## src/rtl/shift_reg_var_delay.sv

```systemverilog
// Valid-gated delay line with a runtime-selectable output tap (0..MaxDepth),
// global stall, flush and an occupancy count over all physical stages.

module shift_reg_var_delay_stage #(
    parameter int Width = 32
) (
    input  logic             clk_i,
    input  logic             rst_i,
    input  logic             en_i,
    input  logic             flush_i,
    input  logic             v_in,
    input  logic [Width-1:0] d_in,
    output logic             v_q,
    output logic [Width-1:0] d_q
);

    // Data only moves behind a valid item, so bubbles leave the last payload parked.
    always_ff @(posedge clk_i) begin
        if (rst_i) begin
            v_q <= 1'b0;
            d_q <= '0;
        end else if (flush_i) begin
            v_q <= 1'b0;
        end else if (en_i) begin
            v_q <= v_in;
            if (v_in) d_q <= d_in;
        end
    end

endmodule

module shift_reg_var_delay #(
    parameter  int Width    = 32,
    parameter  int MaxDepth = 8,
    localparam int DepthW   = $clog2(MaxDepth + 1)
) (
    input  logic              clk_i,
    input  logic              rst_i,
    input  logic              en_i,
    input  logic              flush_i,
    input  logic [DepthW-1:0] depth_i,
    input  logic              valid_i,
    input  logic [Width-1:0]  data_i,
    output logic              valid_o,
    output logic [Width-1:0]  data_o,
    output logic [DepthW-1:0] count_o,
    output logic              depth_err_o
);

    localparam logic [DepthW-1:0] MaxDepthD = DepthW'(MaxDepth);

    // Index 0 is the live input; index k is physical stage k.
    logic [MaxDepth:0]            vld_pipe;
    logic [MaxDepth:0][Width-1:0] dat_pipe;
    logic [DepthW-1:0]            de;
    logic [DepthW-1:0]            cnt;

    assign vld_pipe[0] = valid_i;
    assign dat_pipe[0] = data_i;

    for (genvar k = 1; k <= MaxDepth; k++) begin : g_stage
        shift_reg_var_delay_stage #(.Width(Width)) u_stage (
            .clk_i   (clk_i),
            .rst_i   (rst_i),
            .en_i    (en_i),
            .flush_i (flush_i),
            .v_in    (vld_pipe[k-1]),
            .d_in    (dat_pipe[k-1]),
            .v_q     (vld_pipe[k]),
            .d_q     (dat_pipe[k])
        );
    end

    assign depth_err_o = (depth_i > MaxDepthD);
    assign de          = depth_err_o ? MaxDepthD : depth_i;

    // Tap 0 bypasses the registers but still honours stall, flush and reset.
    always_comb begin
        valid_o = 1'b0;
        data_o  = data_i;
        if (de == '0) begin
            valid_o = valid_i & en_i & ~flush_i & ~rst_i;
        end else begin
            valid_o = vld_pipe[de];
            data_o  = dat_pipe[de];
        end
    end

    always_comb begin
        cnt = '0;
        for (int k = 1; k <= MaxDepth; k++) cnt = cnt + DepthW'(vld_pipe[k]);
    end

    assign count_o = cnt;

endmodule
```

## config.mk

```make
export PLATFORM = sky130hd
export DESIGN_NAME = shift_reg_var_delay
export DESIGN_NICKNAME = d
export VERILOG_FILES = /design/src/rtl/shift_reg_var_delay.sv
export SDC_FILE = /design/constraint.sdc
export NUM_CORES = 1
export LEC_CHECK = 0
export BUFFER_PORTS_ARGS = -buffer_cell sky130_fd_sc_hd__buf_2
export CORE_MARGIN = 2
export CORE_UTILIZATION = 30
export DETAILED_ROUTE_END_ITERATION = 10
export HOLD_SLACK_MARGIN = 0.12
export PLACE_DENSITY = 0.46
export SYNTH_ARGS = -nofsm -noshare
export SYNTH_HDL_FRONTEND = slang
export SYNTH_HIERARCHICAL = 1
export SYNTH_SLANG_ARGS = --single-unit
```

## constraint.sdc

```tcl
create_clock -name clk_i -period 4.9 [get_ports clk_i]
set_input_delay 0.735 -clock clk_i [delete_from_list [all_inputs] [get_ports clk_i]]
set_output_delay 0.735 -clock clk_i [all_outputs]
set_load 0.05 [all_outputs]
```

### After elaboration in Yosys (flattened, before gate mapping)

Cells that the tools add are included.

* add/subtract/negate cells: 7
* $lt $le $gt $ge: 2
* multiplexer cells: 7
* bitwise logic cells: 5
* reductions and logical operators: 10

Operator list (number)
* binary-select mux 32 bit (select 4 bit): 1
* 2-to-1 mux 32 bit: 2
* AND reduction 3 bit: 8
* adder 4 x 1 -> 4 bit: 4
* less-than comparator 4 x 5 -> 1 bit, second input constant: 1
* adder 3 x 1 -> 4 bit: 1
* binary-select mux 1 bit (select 4 bit): 1
* > comparator 4 bit, second input constant: 1
* logical NOT 4 bit: 1
* 2-to-1 mux 4 bit: 1
* adder 2 x 1 -> 3 bit: 1
* AND 1 bit: 3
* adder 1 x 1 -> 2 bit: 1
* 2-to-1 mux 1 bit: 2
* NOT 1 bit: 2
* OR reduction 2 bit: 1

* register bits after elaboration: 264
* output and inout port bits: 38
* logic and storage cells: 47

### Depth between registers and ports, before layout

Gate-level depths: netlist of run 1.

* depth in word-level cells: 7
* gate-level depth with buffers: 9

### Cells and area by module

The synthesis of run 1 kept the hierarchy.

By module, submodules not included
* shift_reg_var_delay_stage: times used 8, cells each 143, area each 1503.9 µm²
* shift_reg_var_delay: times used 1, cells each 364, area each 3072.9 µm²

### Least setup slack after synthesis of run 1

Ideal clock, no wire load.

* kind: register to output
* start point: reg g_stage[1].u_stage.v_q
* end point: out count_o[2]
* arrival time: 3.307 ns
* required time: 4.165 ns
* path slack: 0.858 ns
* cell stages (with the launch flop): 10
* cell sequence: dfxtp_1 inv_1 fa_1 fa_1 fa_1 inv_1 ha_1 inv_1 fa_1 xnor2_1

* longest elaborated chain between the ends: 7

Ends and longest elaborated chain
* start, declared: RTL line 13 `output logic v_q,`
* start signal, assigned: RTL line 25 `v_q <= v_in;`
* adder 1 x 1 -> 2 bit: RTL line 91 `for (int k = 1; k <= MaxDepth; k++) cnt = cnt + DepthW'(vld_pipe[k]);`
* adder 2 x 1 -> 3 bit: RTL line 91
* adder 3 x 1 -> 4 bit: RTL line 91
* adder 4 x 1 -> 4 bit (4 in a row): RTL line 91
* end, declared: RTL line 46 `output logic [DepthW-1:0] count_o,`

Every way passes these cells.

### Worst setup path after layout of run 1

Ends and elaborated chain as after synthesis.

==> flow_metrics.tcl, run 1 <==
set metrics [dict create \
    status "finished, final reports clean" \
    numPortBuffers 78 \
    start_util_pct 30.23 \
    grt_pass1_wl_microns 60410 \
    numCtsBuffers 31 \
    cp.arrival_ns 3.65 \
    setup_viol 0 \
    rr_worst_depth 3 \
    rrSetupSlack_ns 2.88 \
    cts_resized 0 \
    timing.hold.ws_ns 0.4309 \
    dp_slack_ns 1.075 \
    antenna_left 0 \
    ios 79 \
    critPathLaunchType "register" \
    dr.pass1.iters 4 \
    synthCells 1508 \
    crit_slowest_cell "fa_1" \
    cp-startpoint "g_stage[1].u_stage/v_q$_SDFFE_PP0P_" \
    die-width_microns 228.4 \
    syn_to_final_growth_pct 9.154 \
    switchingPower_w 0.001163 \
    criticalPathCategory "register to output port" \
    drc 0 \
    hold_buffers 0 \
    min_path_cells 3 \
    clockRootBuffer "clkbuf_16" \
    relSlewSlack_pct 27.92 \
    place_congestion 0.7079 \
    cts_tree "built" \
    layout-drive-gt1-share_pct 17.85 \
    cp_cell_sequence "inv_1 -> fa_1 -> fa_1 -> fa_1 -> inv_1 -> ha_1 -> inv_1 -> fa_1 -> xnor2_1 -> buf_2" \
    path_max_fanout 4 \
    p_clk_share_pct 47.8 \
    fin_crit_sh_pct 89.55 \
    grt_usage_pct 14.54 \
    synth_area_sq_um 15100 \
    fin_crit_ns 4.388 \
    fill_cells 5173 \
    path_clk_slew_ns 0.06 \
    rows 82 \
    switching_share_pct 24.28 \
    power.density_nw_per_um2 290.5 \
    slowest_delay_ns 0.56 \
    hp-start "data_i[21]" \
    power_frac_comb_pct 7.1 \
    clock_sinks 264 \
    antenna_found_initial 2 \
    dieArea_sq_um 52160 \
    maxSlewViolCount 0 \
    avgSynthCellArea_sq_um 10.02 \
    endpoint_kind "output port" \
    fin_ws_ns 0.5118 \
    reg2reg_to "g_stage[4].u_stage/d_q[2]$_SDFFE_PP0P_" \
    grt_max_degree 317 \
    post-dp-hpwl_microns 21710 \
    die_height_microns 228.4 \
    cp_common_cell "fa_1" \
    grt_pass1_vias 10100 \
    wl_per_cell_microns 17.47 \
    min_to "g_stage[1].u_stage/d_q[21]$_SDFFE_PP0P_" \
    drtIter0Drc 615 \
    synth_nets 1556 \
    ir_drop_uv 248.5 \
    synth.distinct_cells 30 \
    via_count 10080 \
    finalSetupTns_ns 0 \
    yosys_warnings 6 \
    required_ns 4.16 \
    via_per_inst 4.579 \
    num_antenna_cells 0 \
    layout_common_cells "nand2b_1, mux2i_1, dfxtp_1, nand2_1, buf_2" \
    drv_cap 0 \
    core_area_sq_um 49970 \
    cts_setup_buffers 0 \
    skew_ns 0.009298 \
    ys_ff_latch 264 \
    seqPwrFrac_pct 45.2 \
    worst_pin_slew_ns 1.081 \
    htree_num_levels 1 \
    hold_class "input port to register" \
    clkLatencyLatePin_ns 0.58 \
    yosysSeqAreaShare_pct 34.99 \
    rsz0062_at_grt "no" \
    clock_path_buffers 3 \
    routed_wl_microns 38450 \
    layout.cells.most_common "nand2b_1" \
    p_leak_nw 5.025 \
    p_int_w 0.003627 \
    finalHoldViolations 0 \
    finalNetCount 1555 \
    grt-ovfl-total 0 \
    max_freq_ghz 0.2279 \
    r2r_start "g_stage[3].u_stage/v_q$_SDFFE_PP0P_" \
]
-- power by group through the flow --
stage | Clock (W) | Sequential, W | Combinational, W
2_1_floorplan | 0 | 0.00221 | 0.000251
3_3_place_gp | 0 | 0.00221 | 0.000342
3_5_place_dp | 0 | 0.00221 | 0.000343
4_1_cts | 0.00237 | 0.00216 | 0.000343
5_1_grt | 0.00244 | 0.00216 | 0.000363
6_report | 0.00229 | 0.00216 | 0.000338
-- per-stage QoR --
step	utilization (%)	area, sq um	cells	power, W
3_5_place_dp	31.03	15500	2146	0.002554
6_report	33.00	16490	2201	0.004790
3_3_place_gp	31.03	15500	2146	0.002553
2_1_floorplan	-	15100	1508	0.002461
4_1_cts	33.00	16490	2201	0.004873
5_1_grt	33.00	16490	2201	0.004968
-- worst max-delay path: cells and delay by family, from the launching register on --
family / cells / cell delay, ns
fa+ha+maj: 5 / 2.02
buf+inv: 4 / 0.51
flops: 1 / 0.38
xor+xnor: 1 / 0.16
-- sequential cells by signal, summed over array words and instances, names as in the netlist --
name and cells:
g_stage.u_stage/v_q 8, g_stage.u_stage/d_q 256
-- final cells by class --
cell class / instances / area [sq um] / area share [%]
Clock inverter: 6 / 61.31 / 0.3719
Inverter: 46 / 172.7 / 1.047
Multi-Input combinational cell: 1072 / 8658 / 52.52
Sequential cell: 264 / 5285 / 32.06
Tap cell: 672 / 840.8 / 5.100
Timing Repair Buffer: 92 / 545.5 / 3.309
Clock buffer: 49 / 923.4 / 5.601
-- cell usage after synthesis --
| master | n | area [sq um] |
|---|---|---|
| or2_1 | 1 | 6.260 |
| nand2_1 | 99 | 371.6 |
| mux2_2 | 33 | 371.6 |
| buf_12 | 24 | 480.5 |
| nor3b_2 | 1 | 12.51 |
| a21oi_1 | 1 | 5.000 |
| o21a_1 | 1 | 7.510 |
| ha_1 | 3 | 37.54 |
| nor2b_1 | 2 | 12.51 |
| fa_1 | 4 | 80.08 |
| a31oi_1 | 1 | 6.260 |
| buf_4 | 3 | 22.52 |
| a211o_1 | 33 | 289.0 |
| buf_2 | 19 | 95.09 |
| nor2_2 | 30 | 187.7 |
| inv_1 | 46 | 172.7 |
| or4_1 | 1 | 7.510 |
| and3b_1 | 8 | 70.07 |
| nand2b_1 | 512 | 3203 |
| mux2i_1 | 264 | 2643 |
| buf_6 | 17 | 191.4 |
| xnor2_1 | 1 | 8.760 |
| buf_1 | 1 | 3.750 |
| nor3_1 | 8 | 40.04 |
| nor2_1 | 3 | 11.26 |
| a41oi_1 | 4 | 35.03 |
| clkbuf_1 | 62 | 232.7 |
| mux4_2 | 33 | 743.2 |
| dfxtp_1 | 264 | 5285 |
| a41oi_2 | 29 | 471.7 |
-- logic make-up (layout without fill, tap and decap cells) --
| family | after synthesis | in the layout | share of synthesized area [%] |
|---|---|---|---|
| compound gates | 69 | 69 | 5.393 |
| xor+xnor | 1 | 1 | 0.05800 |
| mux | 330 | 330 | 24.88 |
| simple gates | 665 | 665 | 25.97 |
| buf+inv | 172 | 193 | 7.936 |
| fa+ha+maj | 7 | 7 | 0.7787 |
| flops | 264 | 264 | 34.99 |
-- how the worst max path moves through the flow --
stage | endpoint | slack (ns) | cells after the start
6_report | count_o[2] | 0.51 | 10
5_1_grt | count_o[2] | 0.34 | 10
4_1_cts | count_o[2] | 0.45 | 10
3_5_place_dp | data_o[30] | 1.07 | 6
3_3_place_gp | data_o[30] | 1.07 | 6
2_1_floorplan | count_o[2] | 0.86 | 9
-- metal layers --
| layer | routed length, microns | vias up | GRT usage, % |
|---|---|---|---|
| met2 | 16540 | 131 | 22.72 |
| met4 | 574 | 4 | 2.451 |
| met1 | 19870 | 4880 | 21.01 |
| met5 | 22 | - | 0 |
| met3 | 1439 | 48 | 2.720 |
| li1 | - | 5016 | - |
(Power assumes the default switching activity.)
==> inputs of run 2 (changes only) <==
CORE_MARGIN = default   (was 2)
==> flow_metrics.tcl, run 2 (synthesized netlist as in run 1, its figures left out) <==
set metrics [dict create \
    status "finished, final reports clean" \
    path_clk_slew_ns 0.06 \
    worst_pin_slew_ns 1.121 \
    criticalPathCategory "register to output port" \
    core_area_sq_um 49250 \
    fin_crit_sh_pct 88.65 \
    fin_crit_ns 4.344 \
    cts_setup_buffers 0 \
    die_height_microns 226.4 \
    start_util_pct 30.67 \
    clock_sinks 264 \
    required_ns 4.16 \
    grt-ovfl-total 0 \
    maxSlewViolCount 0 \
    drv_cap 0 \
    antenna_left 0 \
    clock_path_buffers 3 \
    relSlewSlack_pct 25.28 \
    grt_pass1_wl_microns 58900 \
    p_leak_nw 5.030 \
    ir_drop_uv 238.1 \
    setup_viol 0 \
    finalNetCount 1559 \
    wl_met3_microns 1286 \
    largest_reg_flops 256 \
    wl_met2_microns 16700 \
    skew_ns 0.009857 \
    max_freq_ghz 0.2302 \
    dr.pass1.iters 4 \
    wl_met1_microns 19500 \
    routed_wl_microns 37960 \
    finalHoldViolations 0 \
    grt_usage_pct 14.76 \
    layout-drive-gt1-share_pct 18.08 \
    htree_num_levels 1 \
    layout.cells.most_common "nand2b_1" \
    critPathLaunchType "register" \
    top_layer "met4" \
    rsz0062_at_grt "no" \
    regMostFlops "g_stage.u_stage/d_q" \
    power.density_nw_per_um2 286.8 \
    hold_class "input port to register" \
    numPortBuffers 78 \
    place_congestion 0.7052 \
    largestRegisters "g_stage.u_stage/d_q: 256 flops, g_stage.u_stage/v_q: 8 flops" \
    layout_common_cells "nand2b_1, mux2i_1, dfxtp_1, nand2_1, buf_2" \
    finalSetupTns_ns 0 \
    drc 0 \
    wl_per_cell_microns 17.28 \
    post-dp-hpwl_microns 21920 \
    clkLatencyLatePin_ns 0.56 \
    drtIter0Drc 560 \
    rows 81 \
    hold_buffers 0 \
    endpoint_kind "output port" \
    numCtsBuffers 31 \
    via_per_inst 4.573 \
    cp.arrival_ns 3.61 \
    antenna_found_initial 1 \
    clockRootBuffer "clkbuf_16" \
    syn_to_final_growth_pct 8.980 \
    ios 79 \
    via_count 10050 \
    placed_area_sq_um 15500 \
    grt_max_degree 281 \
    die-width_microns 226.4 \
    fill_cells 5047 \
    grt_pass1_vias 9975 \
    stdcell_area_sq_um 16460 \
    path_max_fanout 4 \
    dieArea_sq_um 51250 \
    cts_resized 0 \
    cts_tree "built" \
]
-- run 2: changes by cell type in the layout (fill, tap and decap cells not counted) --
cell,change
diode_2,+1
buf_12,-2
or2_2,+1
bufinv_16,-1
buf_4,+6
clkinvlp_4,-1
clkbuf_8,+1
or2_1,-1
-- run 2: where the power goes --
part / leakage, nW / switching (W) / internal, W
sequential: 2.13 / 0.00000785 / 0.00216
combinational: 2.43 / 0.000199 / 0.000139
clock: 0.475 / 0.000929 / 0.00129
total: 5.03 / 0.00114 / 0.00359
-- run 2: worst paths after layout --
kind / endpoint / slack [ns] / start / cells after the start
hold / removal: g_stage[1].u_stage/d_q[21]$_SDFFE_PP0P_ / 0.45 / data_i[21] / 3
setup / recovery: count_o[2] / 0.56 / g_stage[1].u_stage/v_q$_SDFFE_PP0P_ / 10
hold reg to reg: g_stage[8].u_stage/d_q[10]$_SDFFE_PP0P_ / 0.47 / g_stage[8].u_stage/d_q[10]$_SDFFE_PP0P_ / 2
setup reg to reg: g_stage[6].u_stage/d_q[6]$_SDFFE_PP0P_ / 2.86 / g_stage[5].u_stage/v_q$_SDFFE_PP0P_ / 3
-- run 2: layout make-up --
class | instances | area, sq um | share of cell area (%)
diodes | 1 | 2.502 | 0.01520
multi-input cells | 1072 | 8658 | 52.60
well taps | 664 | 830.8 | 5.047
clock buffers | 50 | 937.1 | 5.693
repair buffers | 96 | 550.5 | 3.344
inverters | 46 | 172.7 | 1.049
flip-flops and latches | 264 | 5285 | 32.11
clock inverters | 4 | 23.77 | 0.1444
-- run 2: per-layer routing --
metal,track usage [%],up-vias
met4,2.332,0
met2,23.48,138
met5,0,-
met3,2.190,31
li1,-,5024
met1,21.26,4853
-- run 2: critical path, stage by stage (launching register included) --
cell and delay, ns:
dfxtp_1 0.37, inv_1 0.09, fa_1 0.55, fa_1 0.43
fa_1 0.44, inv_1 0.07, ha_1 0.16, inv_1 0.07
fa_1 0.43, xnor2_1 0.16, buf_2 0.28
-- run 2: stage by stage --
step                      hold slack (ns)  std cells  power (W)  setup WS [ns]  utilization, %
final                              0.4465       2197   0.004722         0.5560           33.42
after global routing               0.4367       2196   0.004915         0.3371           33.41
after CTS                          0.4103       2196   0.004812         0.4996           33.41
after detailed placement           0.4623       2142   0.002554          1.117           31.46
after global placement             0.4600       2142   0.002552          1.145           31.46
after floorplan                    0.4487       1508   0.002461         0.8582               -
